File: src/rtl/m_mem_pkg.sv
// Shared codes and helpers for the M-stage data-memory controller.
// Holds ext/size op codes, FSM state encoding and byte-lane steering functions.
package m_mem_pkg;

  localparam logic [2:0] EXT_NONE   = 3'd0;
  localparam logic [2:0] EXT_U_BYTE = 3'd1;
  localparam logic [2:0] EXT_S_BYTE = 3'd2;
  localparam logic [2:0] EXT_U_HALF = 3'd3;
  localparam logic [2:0] EXT_S_HALF = 3'd4;

  localparam logic [1:0] SIZE_WORD = 2'b00;
  localparam logic [1:0] SIZE_HALF = 2'b01;
  localparam logic [1:0] SIZE_BYTE = 2'b10;

  localparam logic [3:0] BE_WORD    = 4'b1111;
  localparam logic [3:0] BE_HALF_LO = 4'b0011;
  localparam logic [3:0] BE_HALF_HI = 4'b1100;
  localparam logic [3:0] BE_BYTE0   = 4'b0001;

  typedef enum logic [1:0] {
    ST_IDLE  = 2'd0,
    ST_ISSUE = 2'd1,
    ST_DONE  = 2'd2
  } state_e;

  function automatic logic misaligned(input logic [1:0] size, input logic [1:0] lo);
    case (size)
      SIZE_HALF: misaligned = lo[0];
      SIZE_BYTE: misaligned = 1'b0;
      default:   misaligned = (lo != 2'b00);
    endcase
  endfunction

  function automatic logic [3:0] lane_byteen(input logic [1:0] size, input logic [1:0] lo);
    case (size)
      SIZE_HALF: lane_byteen = lo[1] ? BE_HALF_HI : BE_HALF_LO;
      SIZE_BYTE: lane_byteen = BE_BYTE0 << lo;
      default:   lane_byteen = BE_WORD;
    endcase
  endfunction

  // Replicate the right-aligned store data into every lane it could occupy.
  function automatic logic [31:0] lane_wdata(input logic [1:0] size, input logic [31:0] w);
    case (size)
      SIZE_HALF: lane_wdata = {2{w[15:0]}};
      SIZE_BYTE: lane_wdata = {4{w[7:0]}};
      default:   lane_wdata = w;
    endcase
  endfunction

endpackage

File: src/rtl/m_mem_ctrl_load_ext.sv
// Load lane select plus sign/zero extension of the returned memory word.
// Purely combinational.
module m_load_ext
  import m_mem_pkg::*;
(
  input  logic [31:0] word,
  input  logic [1:0]  lane,
  input  logic [2:0]  ext,
  output logic [31:0] result
);

  logic [7:0]  b;
  logic [15:0] h;

  always_comb begin
    b = word[{lane, 3'b000} +: 8];
    h = lane[1] ? word[31:16] : word[15:0];
    case (ext)
      EXT_U_BYTE: result = {24'b0, b};
      EXT_S_BYTE: result = {{24{b[7]}}, b};
      EXT_U_HALF: result = {16'b0, h};
      EXT_S_HALF: result = {{16{h[15]}}, h};
      default:    result = word;
    endcase
  end

endmodule

File: src/rtl/m_mem_ctrl.sv
// M-stage load/store controller: req/ack memory port, pipeline stall, misalign and timeout detection.
// Memory-facing outputs are registered and hold the latched request for the whole ISSUE phase.
module m_mem_ctrl
  import m_mem_pkg::*;
#(
  parameter int TIMEOUT = 16
) (
  input  logic        clk,
  input  logic        reset,
  input  logic        req_valid,
  input  logic        req_we,
  input  logic [1:0]  req_size,
  input  logic [2:0]  req_ext,
  input  logic [31:0] req_addr,
  input  logic [31:0] req_wdata,
  output logic        stall,
  output logic        rdata_valid,
  output logic [31:0] rdata,
  output logic        exc_adel,
  output logic        exc_ades,
  output logic        bus_err,
  output logic        mem_req,
  output logic        mem_we,
  output logic [31:0] mem_addr,
  output logic [3:0]  mem_byteen,
  output logic [31:0] mem_wdata,
  input  logic        mem_ack,
  input  logic [31:0] mem_rdata
);

  localparam logic [7:0] CNT_LAST = 8'(TIMEOUT - 1);

  state_e      state, state_nxt;
  logic [7:0]  cnt;
  logic [1:0]  lat_lane;
  logic [2:0]  lat_ext;
  logic [31:0] ext_dat;
  logic        mis, accept, timeout_hit;

  m_load_ext u_load_ext (
    .word   (mem_rdata),
    .lane   (lat_lane),
    .ext    (lat_ext),
    .result (ext_dat)
  );

  assign mis         = misaligned(req_size, req_addr[1:0]);
  assign timeout_hit = (cnt == CNT_LAST);

  always_comb begin
    state_nxt = state;
    stall     = 1'b0;
    exc_adel  = 1'b0;
    exc_ades  = 1'b0;
    accept    = 1'b0;
    case (state)
      ST_IDLE: begin
        if (req_valid) begin
          if (mis) begin
            exc_adel = !req_we;
            exc_ades = req_we;
          end else begin
            accept    = 1'b1;
            stall     = 1'b1;
            state_nxt = ST_ISSUE;
          end
        end
      end
      ST_ISSUE: begin
        stall = 1'b1;
        if (mem_ack || timeout_hit) state_nxt = ST_DONE;
      end
      ST_DONE:  state_nxt = ST_IDLE;
      default:  state_nxt = ST_IDLE;
    endcase
  end

  always_ff @(posedge clk) begin
    if (reset) begin
      state       <= ST_IDLE;
      cnt         <= 8'd0;
      lat_lane    <= 2'd0;
      lat_ext     <= EXT_NONE;
      mem_req     <= 1'b0;
      mem_we      <= 1'b0;
      mem_addr    <= 32'd0;
      mem_byteen  <= 4'd0;
      mem_wdata   <= 32'd0;
      rdata       <= 32'd0;
      rdata_valid <= 1'b0;
      bus_err     <= 1'b0;
    end else begin
      state <= state_nxt;
      case (state)
        ST_IDLE: begin
          if (accept) begin
            mem_req    <= 1'b1;
            mem_we     <= req_we;
            mem_addr   <= {req_addr[31:2], 2'b00};
            mem_byteen <= lane_byteen(req_size, req_addr[1:0]);
            mem_wdata  <= lane_wdata(req_size, req_wdata);
            lat_lane   <= req_addr[1:0];
            lat_ext    <= req_ext;
            cnt        <= 8'd0;
          end
        end
        ST_ISSUE: begin
          // Ack takes priority over a timeout landing in the same cycle.
          if (mem_ack) begin
            mem_req     <= 1'b0;
            mem_we      <= 1'b0;
            rdata       <= ext_dat;
            rdata_valid <= !mem_we;
          end else if (timeout_hit) begin
            mem_req <= 1'b0;
            mem_we  <= 1'b0;
            rdata   <= 32'd0;
            bus_err <= 1'b1;
          end else begin
            cnt <= cnt + 8'd1;
          end
        end
        default: begin
          rdata_valid <= 1'b0;
          bus_err     <= 1'b0;
          cnt         <= 8'd0;
        end
      endcase
    end
  end

endmodule

File: config.mk
export PLATFORM = sky130hd
export DESIGN_NAME = m_mem_ctrl
export DESIGN_NICKNAME = d
export VERILOG_FILES = /design/src/rtl/m_mem_pkg.sv /design/src/rtl/m_mem_ctrl_load_ext.sv /design/src/rtl/m_mem_ctrl.sv
export SDC_FILE = /design/constraint.sdc
export NUM_CORES = 1
export LEC_CHECK = 0
export ABC_AREA = 1
export CORE_AREA = 2 2 107 130
export CTS_CLUSTER_SIZE = 14
export DETAILED_ROUTE_END_ITERATION = 8
export DIE_AREA = 0 0 109 132
export GPL_ROUTABILITY_DRIVEN = 0
export GPL_TIMING_DRIVEN = 0
export PLACE_DENSITY = 0.8
export SETUP_SLACK_MARGIN = 0.3
export SLEW_MARGIN = 25
export SYNTH_ARGS = -nofsm -noshare
export SYNTH_HDL_FRONTEND = slang
export SYNTH_HIERARCHICAL = 1
export SYNTH_SLANG_ARGS = --single-unit
File: constraint.sdc
create_clock -name clk -period 3.2 [get_ports clk]
set_input_delay 0.96 -clock clk [delete_from_list [all_inputs] [get_ports clk]]
set_output_delay 0.96 -clock clk [all_outputs]
set_load 0.03 [all_outputs]
==> run summary, run 1 <==
Status: complete, no violations
Final Critical Period: 3020 ps
Worst stage delay on the critical path: 240 ps
# clock sinks: 117
Antenna Cells: 0
CP arrival: 2060 ps
Synthesized cell area: 0.00581 mm^2
Fin cells: 1310
RSZ-0062 raised after global routing: yes
Clock Root Buffer: clkbuf_16
Synth warnings: 6
Die ar.: 0.0144 mm^2
Clock network power share: 0.412
CTS Buf Count: 17
Core area: 0.0131 mm^2
Setup CP Type: in -> out
Post-Syn Instances: 889
Via density per instance: 5.04
Max Cap Violations: 0
Proportion of layout cells with a drive suffix above 1: 0.113
Final setup viols: 0
CP required: 2240 ps
Slew margin rel.: 0.585
# DRC: 0
Clock tree buffer depth: 2
Num ports: 213
CTS clock-pin slew for the worst setup and hold paths: 60 ps
Chip Height: 132 um
Int Pwr: 3.18 mW
DR pass1 iterations: 6
P_sw: 1.42 mW
Reg power frac: 0.348
CTS tree: built
Starting Density: 0.445
Fmax: 331 MHz
Critical Path, Cell by Cell: buf_6, ha_4, clkinv_4, nand2_4, nand2_4, nand3_4, buf_8, buf_8, nand2_8, buf_6
PwrDens: 515 mW/mm^2
Layout Skew: 7.73 ps
Least-Margin Pin Slew: 623 ps
Number of flops mapped to enable cells by yosys: 0
GRT Total Usage: 0.269
H-tree depth: 4
Leakage: 3.74 nW
Clock insertion delay at the later pin of the skew report: 410 ps
Initial antenna violation count: 0
First-pass GRT wire length: 30.3 mm
Row cnt: 46
CP Capture Type: output pin
Min setup slack post-route: 183 ps
WL/cell: 15.0 um
Synthesis-to-finish area growth: 53.4%
DRT Wirelength: 19.6 mm
Antenna Nets Post-Route: 0
Syn Area/Cell: 6.54 um^2
Sw Share: 0.308
Final Cycle Share: 0.943
Synth unique cells: 32
Post-CTS Hold Buffers: 0
Worst Hold Class: reg -> reg
Max Slew Vio Count: 0
Min Hold Slack: 461 ps
CP max stage cell: ha_4
Number of global-route vias before repair: 6105
Detailed Place HPWL: 14.2 mm
Final Core Density: 0.682
DP Cell Count: 1268
Peak supply drop: 318 uV
DR vias: 6601
Port Buffers: 210
Synth Register Bits: 117
Die X: 109 um
CP startpoint kind: input port
1st-iter DRT viols: 325
Setup WS pre-CTS: -1060 ps
Final hold vios: 0
Largest net degree at the start of global routing: 17
Sequential element share of the synthesized area: 0.403
Ys async rst share: 0
Grt ovf: 0
Nets@finish: 1238
Logic gate share of total power: 0.240
Synth Flop Type: dfxtp_1
Worst-path fanout max: 3
FILL cells: 1141
cell usage after synthesis, types with 2 or more instances:
library cell | n | area (um^2)
nor2_2 | 2 | 12.5
buf_2 | 25 | 125
buf_6 | 9 | 101
o21ai_1 | 4 | 20.0
nor2_1 | 52 | 195
inv_1 | 61 | 229
inv_2 | 5 | 18.8
nand2_1 | 337 | 1260
buf_4 | 5 | 37.5
dfxtp_1 | 117 | 2340
clkbuf_1 | 15 | 56.3
o21ai_0 | 34 | 170
a21oi_2 | 10 | 87.6
nand3_1 | 79 | 395
a21oi_1 | 109 | 546
nand4_1 | 2 | 12.5
nand2_2 | 6 | 37.5
ha_1 | 3 | 37.5
power by group through the flow:
stage / Clock [mW] / Combinational (mW) / Sequential (mW)
after floorplan: 0 / 0.473 / 1.77
after global placement: 0 / 1.05 / 1.62
after detailed placement: 0 / 1.06 / 1.62
after CTS: 1.91 / 1.09 / 1.59
after global routing: 1.98 / 1.19 / 1.60
final: 1.89 / 1.10 / 1.60
placed cells by master (no fill, tap or decap), types with 2 or more instances in the layout:
master | Yosys | routed
nand2_1 | 337 | 334
clkdlybuf4s50_1 | 0 | 201
dfxtp_1 | 117 | 117
a21oi_1 | 109 | 109
nand3_1 | 79 | 78
inv_1 | 61 | 58
nor2_1 | 52 | 52
o21ai_0 | 34 | 34
buf_2 | 25 | 25
clkbuf_16 | 0 | 17
clkbuf_1 | 15 | 15
buf_4 | 5 | 14
buf_6 | 9 | 12
a21oi_2 | 10 | 10
nand2_2 | 6 | 6
inv_2 | 5 | 6
clkinv_4 | 0 | 5
o21ai_1 | 4 | 4
clkinvlp_4 | 0 | 4
nand2_4 | 1 | 3
buf_8 | 0 | 3
clkbuf_2 | 1 | 3
nor2_2 | 2 | 2
nand3_4 | 1 | 2
nand4_1 | 2 | 2
ha_4 | 0 | 2
conb_1 | 1 | 2
bufinv_16 | 0 | 2
inv_6 | 0 | 2
clkinv_2 | 0 | 2
dlymetal6s2s_1 | 0 | 2
sequential cells by signal, indices dropped and copies added (netlist names), 2 cells and up:
register,cells
mem_wdata,32
rdata,32
mem_addr,30
cnt,8
mem_byteen,4
lat_ext,3
lat_lane,2
state,2
stage by stage:
step,setup TNS [ps],instance area [um^2],total power [mW]
2_1_floorplan,0,5870,2.24
3_3_place_gp,-2400,8180,2.68
3_5_place_dp,-2460,8180,2.68
4_1_cts,0,8860,4.60
5_1_grt,0,8910,4.77
6_report,0,8910,4.59
final timing paths:
path              slack, ps  cells past startpoint      endpoint        start
hold / removal          460                      2      rdata[3]     rdata[3]
setup reg to reg       1630                      8  mem_addr[11]     state[0]
setup / recovery        180                     10         stall  req_size[1]
hold reg to reg         460                      2      rdata[3]     rdata[3]
metal layers:
layer,GRT usage,vias to the layer above,part of all wire
met5,0,-,0
met4,0.0962,0,0.019
met3,0.0910,27,0.088
met1,0.318,2984,0.40
li1,-,3321,-
met2,0.446,269,0.49
final cells by class:
type	count	area, um^2	area share
multi-input cells	652	3000	0.336
flip-flops and latches	117	2340	0.263
repair buffers	220	2180	0.245
clock buffers	18	439	0.0493
plain buffers	55	337	0.0378
inverters	66	255	0.0286
well taps	168	210	0.0236
clock inverters	14	153	0.0171
cell families (layout without fill, tap and decap cells):
logic type / count (synthesis) / after routing / synth area share
compound gates: 161 / 161 / 0.148
flops: 117 / 117 / 0.403
buf+inv: 121 / 373 / 0.0986
simple gates: 486 / 486 / 0.344
fa+ha+maj: 3 / 3 / 0.00646
other cells: 1 / 2 / 0.000645
timing repair:
action | CTS | global route
resized for setup | 48 | 11
endpoints found under the setup margin | 3 | 3
buffers inserted | 6 | 4
pin swaps | 4 | 5
critical path, delay by kind of cell:
kind / cells / cell delay [ps]
AND/OR/NAND/NOR: 4 / 290
adder cells (fa/ha/maj): 1 / 240
buffers and inverters: 5 / 560
Power figures use the tool's default switching activity.
==> run 2: changes to the inputs <==
--- a/config.mk
+++ b/config.mk
@@ -14,8 +14,10 @@
 export GPL_TIMING_DRIVEN = 0
 export PLACE_DENSITY = 0.8
 export SETUP_SLACK_MARGIN = 0.3
+export SKIP_CTS_REPAIR_TIMING = 1
 export SLEW_MARGIN = 25
 export SYNTH_ARGS = -nofsm -noshare
 export SYNTH_HDL_FRONTEND = slang
 export SYNTH_HIERARCHICAL = 1
 export SYNTH_SLANG_ARGS = --single-unit
+export TNS_END_PERCENT = 100
==> run 2 against run 1 <==
Against the previous run: register-to-register slack is essentially flat; critical path type unchanged; via count is 0.14% lower; clock skew rose by 0.65 ps; utilization increased by 0.11 points; sequential share of layout area about the same; die area unchanged; setup slack got worse by 110 ps.
==> run summary, run 2 (synthesized netlist as in run 1, its figures left out) <==
Min Hold Slack: 461 ps
RSZ-0062 raised after global routing: yes
Number of global-route vias before repair: 6058
WL/cell: 14.8 um
Most frequent cells in the layout: nand2_1 (334), clkdlybuf4s50_1 (203), dfxtp_1 (117), a21oi_1 (109), nand3_1 (79)
Starting Density: 0.445
# clock sinks: 117
Core area: 0.0131 mm^2
Largest registers: mem_wdata: 32 flops, rdata: 32 flops, mem_addr: 30 flops
Status: complete, no violations
Row cnt: 46
Proportion of layout cells with a drive suffix above 1: 0.112
GR Util met3: 0.0910
Peak supply drop: 313 uV
Largest net degree at the start of global routing: 17
CTS Buf Count: 17
Met2 Resource Use GR: 0.444
FF-to-FF setup slack: 1640 ps
Layout Skew: 8.38 ps
Clock Root Buffer: clkbuf_16
Commonest non-fill, non-tap cell in the layout: nand2_1
Num ports: 213
CP required: 2240 ps
Max Slew Vio Count: 0
Max Cap Violations: 0
DR vias: 6592
Global routing met1 resource utilization: 0.314
CP startpoint kind: input port
Detailed Place HPWL: 14.2 mm
CP Capture Type: output pin
PwrDens: 515 mW/mm^2
Worst Hold Class: reg -> reg
Setup WS pre-CTS: -1060 ps
CP startpoint: req_size[0]
Setup CP Type: in -> out
Final setup viols: 0
Die ar.: 0.0144 mm^2
Leakage: 3.75 nW
CTS tree: built
Final Cycle Share: 0.977
Via density per instance: 5.02
Global-route layer with the greatest usage: met2
1st-iter DRT viols: 379
H-tree depth: 4
Initial antenna violation count: 2
Port Buffers: 210
Final Critical Period: 3130 ps
Die X: 109 um
GRT Total Usage: 0.265
Setup TNS: 0 ps
DRT Wirelength: 19.5 mm
First-pass GRT wire length: 30.0 mm
Antenna Nets Post-Route: 0
DR pass1 iterations: 5
Clock insertion delay at the later pin of the skew report: 410 ps
Grt ovf: 0
Synthesis-to-finish area growth: 53.6%
Final Core Density: 0.683
Least-Margin Pin Slew: 611 ps
Crit Reg-Reg Endpoint: cnt[0]
Final hold vios: 0
Nets@finish: 1240
Min setup slack post-route: 74.7 ps
CTS clock-pin slew for the worst setup and hold paths: 50 ps
Slew margin rel.: 0.592
R2r worst-path depth: 8
Chip Height: 132 um
Critical Path Sink: stall
Worst-path fanout max: 7
CP arrival: 2170 ps
# DRC: 0
Reg2reg start: cnt[0]
Fmax: 320 MHz
Clock tree buffer depth: 2
## run 2: layer usage
layer / vias to the layer above / part of all wire / wire [um]
met5: - / 0 / 0
met4: 0 / 0.020 / 399
met3: 35 / 0.094 / 1830
met2: 278 / 0.49 / 9490
met1: 2947 / 0.40 / 7790
li1: 3332 / - / -
## run 2: metrics by stage
stage / cell area [um^2] / total power, mW / cells
2_1_floorplan: 5870 / 2.24 / 890
3_3_place_gp: 8180 / 2.68 / 1268
3_5_place_dp: 8180 / 2.68 / 1268
4_1_cts: 8770 / 4.57 / 1300
5_1_grt: 8930 / 4.78 / 1314
6_report: 8930 / 4.60 / 1314
## run 2: area by class of cell
type	instances	area, um^2
Sequential cell	117	2340
Inverter	66	255
Multi-Input combinational cell	652	2980
Clock inverter	14	153
Tap cell	168	210
Fill cell	1136	4140
Timing Repair Buffer	222	2200
Clock buffer	18	439
Antenna cell	2	5.00
Buffer	55	347
## run 2: worst min-delay path by stage
stage / startpoint / to / slack (ps) / cells past startpoint
2_1_floorplan: cnt[4] / cnt[4] / 470 / 2
3_3_place_gp: rdata[4] / rdata[4] / 450 / 2
3_5_place_dp: mem_addr[6] / mem_addr[6] / 450 / 2
4_1_cts: mem_addr[6] / mem_addr[6] / 460 / 2
5_1_grt: mem_wdata[23] / mem_wdata[23] / 480 / 2
6_report: mem_addr[6] / mem_addr[6] / 460 / 2
## run 2: power by group
part | internal [mW] | switching [mW]
logic | 0.467 | 0.638
registers | 1.54 | 0.0506
clock network | 1.17 | 0.724
## run 2: worst max-delay path, stage by stage
cell	delay, ps
buf_8	100
inv_4	50
ha_4	210
inv_6	70
nand2_4	50
nand2_4	90
nand3_4	140
buf_12	180
buf_12	130
nand2_8	40
buf_6	130
==> run 3: changes to the inputs <==
--- a/config.mk
+++ b/config.mk
@@ -6,10 +6,10 @@
 export NUM_CORES = 1
 export LEC_CHECK = 0
 export ABC_AREA = 1
-export CORE_AREA = 2 2 107 130
+export CORE_AREA = 2 2 117 119
 export CTS_CLUSTER_SIZE = 14
 export DETAILED_ROUTE_END_ITERATION = 8
-export DIE_AREA = 0 0 109 132
+export DIE_AREA = 0 0 119 121
 export GPL_ROUTABILITY_DRIVEN = 0
 export GPL_TIMING_DRIVEN = 0
 export PLACE_DENSITY = 0.8
==> run 3 against run 2 <==
Against the previous run: largest cell class unchanged; non-clock buffer count up 1; largest power group unchanged; clock skew is 3.5 ps higher; utilization up 0.20 points; sequential cell count did not move.
==> run summary, run 3 (synthesized netlist as in run 1, its figures left out) <==
WL/cell: 15.1 um
Commonest non-fill, non-tap cell in the layout: nand2_1
Detailed Place HPWL: 14.4 mm
Initial antenna violation count: 2
Clock insertion delay at the later pin of the skew report: 420 ps
Min setup slack post-route: 122 ps
DR vias: 6769
Fmax: 325 MHz
# clock sinks: 117
# DRC: 0
Setup WS pre-CTS: -1020 ps
Antenna Cells: 0
RSZ-0062 raised after global routing: yes
CP arrival: 2120 ps
H-tree depth: 4
Antenna Nets Post-Route: 0
CP max stage cell: ha_4
Max Cap Violations: 0
Port Buffers: 210
Layout Skew: 11.9 ps
Slew margin rel.: 0.585
Final Cycle Share: 0.962
Critical Path, Cell by Cell: buf_8, inv_4, ha_4, inv_6, nand2_4, nand2_4, nand3_4, buf_12, buf_12, nand2_8, buf_6
Leakage: 3.80 nW
PwrDens: 525 mW/mm^2
Most frequent cells in the layout: nand2_1 (334), clkdlybuf4s50_1 (201), dfxtp_1 (117), a21oi_1 (109), nand3_1 (79)
Core area: 0.0131 mm^2
Least-Margin Pin Slew: 622 ps
GRT Total Usage: 0.269
Via density per instance: 5.13
Setup TNS: 0 ps
Clock tree buffer depth: 2
CP Capture Type: output pin
Starting Density: 0.444
Num ports: 213
Clock Root Buffer: clkbuf_16
CP startpoint kind: input port
Proportion of layout cells with a drive suffix above 1: 0.110
Nets@finish: 1241
Worst-path fanout max: 7
Min Hold Slack: 458 ps
Grt ovf: 0
Largest registers: mem_wdata: 32 flops, rdata: 32 flops, mem_addr: 30 flops
Final setup viols: 0
CTS tree: built
Die ar.: 0.0144 mm^2
CTS Buf Count: 17
Final Critical Period: 3080 ps
Synthesis-to-finish area growth: 54.3%
Die X: 119 um
CTS clock-pin slew for the worst setup and hold paths: 50 ps
DRT Wirelength: 19.9 mm
Peak supply drop: 373 uV
Largest net degree at the start of global routing: 17
Worst stage delay on the critical path: 240 ps
Chip Height: 121 um
DR pass1 iterations: 8
First-pass GRT wire length: 30.7 mm
1st-iter DRT viols: 588
Row cnt: 42
Max Slew Vio Count: 0
Worst Hold Class: reg -> reg
Status: complete, no violations
Setup CP Type: in -> out
Number of global-route vias before repair: 6244
CP required: 2240 ps
Final hold vios: 0
[run 3: stage by stage]
stage                     power [mW]   util  std cells  instance area (um^2)
final                           4.71  0.685       1320                  8970
after global routing            4.89  0.685       1320                  8970
after CTS                       4.67  0.673       1307                  8810
after detailed placement        2.68  0.626       1276                  8190
after global placement          2.68  0.626       1276                  8190
after floorplan                 2.24      -        890                  5870
[run 3: per-layer routing]
metal  up-vias  GRT usage  wire (um)
li1       3313          -          -
met1      3038      0.320       8080
met2       362      0.444       9300
met3        52     0.0930       1990
met4         4      0.111        506
met5         -          0         27
[run 3: path summary, 6_finish.rpt]
kind	from	to	slack, ps	depth (start not counted)
worst max-delay path	req_size[0]	stall	120	11
worst min-delay path	rdata[0]	rdata[0]	460	2
worst min register to register	rdata[0]	rdata[0]	460	2
worst max register to register	lat_lane[0]	rdata[18]	1620	8
[run 3: layout make-up]
class	instances	area, um^2
fill	1102	4120
multi-input combinational	652	2980
sequential	117	2340
timing repair buffer	223	2210
clock buffer	21	460
buffer	55	347
inverter	66	255
tap	176	220
clock inverter	10	154
[run 3: power breakdown]
part / total, mW / switching (mW) / internal, mW
combinational: 1.11 / 0.645 / 0.468
sequential: 1.60 / 0.0524 / 1.55
clock: 2.00 / 0.664 / 1.33
total: 4.71 / 1.36 / 3.35
[run 3: worst max-delay path: cells and delay by family]
kind / cells / cell delay, ps
buf+inv: 6 / 620
simple gates: 4 / 300
fa+ha+maj: 1 / 240
